**src/rtl/pe_stream_packer.sv**
```systemverilog
// pe_stream_packer
// Packs PACK = OUT_WIDTH/IN_WIDTH consecutive narrow pixels into one wide word.
// Lane 0 holds the first pixel.
// Each word is pushed into a PE input FIFO, and the push is held off while the FIFO is full.
// A transfer of `count` pixels ends with a one-cycle done pulse.
// A short tail word is zero-padded above its last pixel.
module pe_stream_packer #(
    parameter int IN_WIDTH  = 16,
    parameter int OUT_WIDTH = 64,
    parameter int CNT_WIDTH = 16
) (
    input  logic                 clk,
    input  logic                 reset,
    input  logic                 start,
    input  logic [CNT_WIDTH-1:0] count,
    output logic                 busy,
    output logic                 done,
    input  logic [IN_WIDTH-1:0]  in_data,
    input  logic                 in_valid,
    output logic                 in_ready,
    output logic [OUT_WIDTH-1:0] out_data,
    output logic                 push,
    input  logic                 fifo_full
);
    localparam int PACK  = OUT_WIDTH / IN_WIDTH;
    localparam int IDX_W = (PACK > 1) ? $clog2(PACK) : 1;
    localparam logic [IDX_W-1:0] LAST_LANE = IDX_W'(PACK - 1);

    localparam logic [1:0] IDLE = 2'd0;
    localparam logic [1:0] FILL = 2'd1;
    localparam logic [1:0] PUSH = 2'd2;
    localparam logic [1:0] DONE = 2'd3;

    logic [1:0]           state_reg, state_next;
    logic [OUT_WIDTH-1:0] pack_reg, pack_next;
    logic [OUT_WIDTH-1:0] fill_word;
    logic [IDX_W-1:0]     idx_reg, idx_next;
    logic [CNT_WIDTH-1:0] remaining_reg, remaining_next;

    // fill_word is the pack register with the incoming pixel merged into lane idx.
    genvar gi;
    generate
        for (gi = 0; gi < PACK; gi++) begin : g_lane
            assign fill_word[gi*IN_WIDTH +: IN_WIDTH] =
                (idx_reg == IDX_W'(gi)) ? in_data : pack_reg[gi*IN_WIDTH +: IN_WIDTH];
        end
        if (PACK * IN_WIDTH < OUT_WIDTH) begin : g_pad
            assign fill_word[OUT_WIDTH-1:PACK*IN_WIDTH] = '0;
        end
    endgenerate

    // Outputs decode straight from the state.
    // push is additionally gated by reset, so an aborted word never reaches the FIFO.
    assign busy     = (state_reg != IDLE);
    assign done     = (state_reg == DONE);
    assign in_ready = (state_reg == FILL);
    assign push     = (state_reg == PUSH) && !fifo_full && !reset;
    assign out_data = pack_reg;

    // Next-state and datapath update for the IDLE/FILL/PUSH/DONE sequence.
    always_comb begin
        state_next     = state_reg;
        pack_next      = pack_reg;
        idx_next       = idx_reg;
        remaining_next = remaining_reg;
        case (state_reg)
            IDLE: begin
                if (start) begin
                    if (count != '0) begin
                        remaining_next = count;
                        pack_next      = '0;
                        idx_next       = '0;
                        state_next     = FILL;
                    end else begin
                        state_next = DONE;
                    end
                end
            end
            FILL: begin
                if (in_valid) begin
                    pack_next      = fill_word;
                    idx_next       = idx_reg + IDX_W'(1);
                    remaining_next = remaining_reg - CNT_WIDTH'(1);
                    if (idx_reg == LAST_LANE || remaining_reg == CNT_WIDTH'(1)) begin
                        state_next = PUSH;
                    end
                end
            end
            PUSH: begin
                if (!fifo_full) begin
                    // Clearing after every push leaves out_data at zero once idle again.
                    pack_next  = '0;
                    idx_next   = '0;
                    state_next = (remaining_reg == '0) ? DONE : FILL;
                end
            end
            default: begin
                state_next = IDLE;
            end
        endcase
    end

    // State registers with synchronous reset; reset drops any partial word.
    always_ff @(posedge clk) begin
        if (reset) begin
            state_reg     <= IDLE;
            pack_reg      <= '0;
            idx_reg       <= '0;
            remaining_reg <= '0;
        end else begin
            state_reg     <= state_next;
            pack_reg      <= pack_next;
            idx_reg       <= idx_next;
            remaining_reg <= remaining_next;
        end
    end
endmodule

```
**config.mk**
```make
export PLATFORM = sky130hd
export DESIGN_NAME = pe_stream_packer
export DESIGN_NICKNAME = d
export VERILOG_FILES = /design/src/rtl/pe_stream_packer.sv
export SDC_FILE = /design/constraint.sdc
export NUM_CORES = 1
export LEC_CHECK = 0
export CORE_UTILIZATION = 50
export DETAILED_ROUTE_END_ITERATION = 8
export GPL_TIMING_DRIVEN = 1
export MAX_ROUTING_LAYER = met4
export PLACE_DENSITY_LB_ADDON = 0.2
export SETUP_SLACK_MARGIN = 0.5
export SYNTH_ARGS = -nofsm -noshare
export SYNTH_HDL_FRONTEND = slang
export SYNTH_SLANG_ARGS = --single-unit
```
**constraint.sdc**
```tcl
create_clock -name clk -period 3.4 [get_ports clk]
set_input_delay 0.68 -clock clk [delete_from_list [all_inputs] [get_ports clk]]
set_output_delay 0.68 -clock clk [all_outputs]
set_load 0.03 [all_outputs]
```
==> flow_summary.yaml <==
outcome:
  status: "complete, no violations"
routing:
  vias_per_cell: 5.452
  wl_per_cell_um: 16.08
  routed_wl_mm: 10.10
  vias: 3424
  detail_route.first_pass.iterations: 4
  drc: 0
  drt_iter0_markers: 152
  final_antenna_net_count: 0
final_layout:
  final_layout_size_suffix_gt1_share_pct: 8.365
  instances_no_fill: 628
  antenna_cells: 0
  final_util_pct: 68.30
  final_nets: 564
  layout_commonest_cell: "clkdlybuf4s50_1"
  area_delta_synth_final_pct: 31.65
  mostFrequentLayoutCells: "clkdlybuf4s50_1, dfxtp_1, nor2_1, mux2i_1, nand2_1"
  fillCellCount: 618
  largest_reg_flops: 64
global_route:
  grt_first_pass_wirelength_mm: 16.64
  antenna_found_initial: 0
  first_global_vias: 3471
  grt_max_degree: 86
  overflow: 0
  grtUsageTotal_pct: 25.84
yosys:
  postSynthCellCount: 422
  syn_nets: 465
  ys_warn_count: 0
  synth_seq_area_share_pct: 41.95
  syn-cell-area_um2: 4009
  yosysTopAreaCell: "dfxtp_1"
  synth-main-ff-cell: "dfxtp_1"
  synth_edf_count: 0
  synth.avg_cell_area_um2: 9.500
  yosysTopAreaCellShare_pct: 41.95
  ys_types: 55
  synthArstFlopShare_pct: 0
  ys_ff_latch: 84
  synth.top_cells.by_area: "dfxtp_1, mux2i_1, nor2_1, nand2_1, and2_1"
setup_path:
  cp_cell_sequence: "and2_1 > clkdlybuf4s50_1"
  critical_path_required_ns: 2.72
  r2r-start: "state_reg[0]$_SDFFE_PP0P_"
  r2r-end: "out_data[20]$_SDFFE_PP0P_"
  critical_path_class: "register to output pin"
  reg2reg_slack_ns: 0.95
  critPathLaunchType: "register"
  critical_path.max_stage_delay_ns: 0.75
  worstSetupEndpointType: "output pin"
  r2r_cells: 6
  worst_ep_arrival_time_ns: 2.03
  crit_fanout: 19
  cpMaxStageDelayCell: "dfxtp_1"
worst_hold_path:
  hold_end: "remaining_reg[15]$_SDFFE_PP0P_"
  hold_class: "register to register"
  min_from: "remaining_reg[15]$_SDFFE_PP0P_"
  hold_depth: 2
placed_design:
  hpwl_mm: 6.959
  dp_cells: 612
  routabilityCongestion: 0.8479
  io_buffers: 104
timing:
  fin_worst_skew_ns: 0.01177
  setup_viol: 0
  period_share_pct: 79.69
  rsz0062_at_grt: "false"
  relSlewSlack_pct: 42.23
  hold_viol: 0
  final-max-slew-violation-count: 0
  max_freq_mhz: 369.1
  tightest_slew_ns: 0.8646
  timing.final.crit_period_ns: 2.709
  setup_tns_ns: 0
pwr:
  p_leak_nw: 2.164
  peakVddDrop_mv: 0.4441
  totalPowerFinal_mw: 3.830
  power_density_nw_per_um2: 725.7
clocking:
  cts_buffers: 9
  path_clk_slew_ns: 0.08
  clk_latency_ns: 0.36
  clkSinkCount: 84
  cts-root-buf: "clkbuf_8"
  postCtsSetupBuffers: 0
  htree_levels: 3
  cts_tree: "yes"
  cts_max_path_buffers: 2
floorplanning:
  die_w_um: 91.54
  core_area_um2: 7727
  initial_core_util_pct: 51.88
  dieArea_um2: 8380
  ios: 105
  placement_rows: 32
  die_h_um: 91.54
job:
  cap_violations: 0
-- what timing repair did --
action                     4_1_cts  5_1_grt
setup endpoints to repair        0        1
resized for setup                0        1
hold buffers                     0        0
-- layout make-up --
cell class	instances	area, um2	area share (%)
clock buffer	10	127.6	2.418
clock inverter	6	93.84	1.778
inverter	9	33.78	0.6401
multi-input combinational	304	2110	39.97
sequential	84	1682	31.86
tap	102	127.6	2.418
timing repair buffer	113	1104	20.91
-- cells by family (layout without fill, tap and decap cells) --
kind of cell | after synthesis | after routing | synth area share [%]
xor gates and xnor gates | 2 | 2 | 0.4370
and+or+nand+nor | 168 | 168 | 21.79
adders and majority gates | 6 | 6 | 1.873
muxes | 66 | 66 | 16.48
buffers and inverters | 34 | 138 | 5.430
AOI/OAI and AO/OA | 62 | 62 | 12.05
DFF | 84 | 84 | 41.95
-- metal layers --
layer | GRT usage, % | vias up | share of wire, %
li1 | - | 1660 | -
met1 | 29.66 | 1628 | 42
met2 | 43.30 | 126 | 50
met3 | 7.789 | 10 | 7.5
met4 | 7.804 | 0 | 0.58
met5 | - | - | 0
-- Yosys cell counts, drive strengths merged (2+ instances only) --
library cell and count:
o21ai 14, a31oi 2, nand2 29, a22o 2
a21o 3, or2 2, mux2i 66, dfxtp 84
nor2 79, o22ai 3, nor2b 3, a21oi 19
ha 6, o221ai 4, nor3b 2, nand3 9
buf 13, nand4 4, or3 2, nor4 6
nor3 5, o41ai 2, nand2b 5, a211oi 3
nand3b 2, inv 9, clkbuf 12, and2 17
o21a 2
-- report_power, final --
group,total (mW),leakage (nW),switching [mW],internal (mW)
registers,1.31,0.682,0.158,1.15
clock network,0.801,0.108,0.379,0.422
logic,1.72,1.37,0.997,0.727
-- worst max-delay path: cells and delay by family (launching register included) --
family                 cells  cell delay, ns
buffers and inverters      1            0.67
DFF                        1            0.75
and+or+nand+nor            1            0.25
-- per-stage QoR --
stage | instance area, um2 | hold WS, ns | worst slack (ns)
global placement | 5054 | 0.4515 | 0.6615
detailed placement | 5054 | 0.4585 | 0.5811
finish | 5278 | 0.4759 | 0.6905
floorplan | 4009 | 0.4425 | 1.155
CTS | 5275 | 0.4699 | 0.5704
global route | 5278 | 0.4976 | 0.5773
-- how the worst max path moves through the flow --
stage,start,endpoint,slack [ns],cells past startpoint
after floorplan,reset,push,1.15,2
after global placement,fifo_full,push,0.66,3
after detailed placement,fifo_full,push,0.58,3
after CTS,fifo_full,push,0.57,3
after global routing,state_reg[0]$_SDFFE_PP0P_,in_ready,0.58,3
final,state_reg[0]$_SDFFE_PP0P_,done,0.69,2
(Power assumes the default switching activity.)
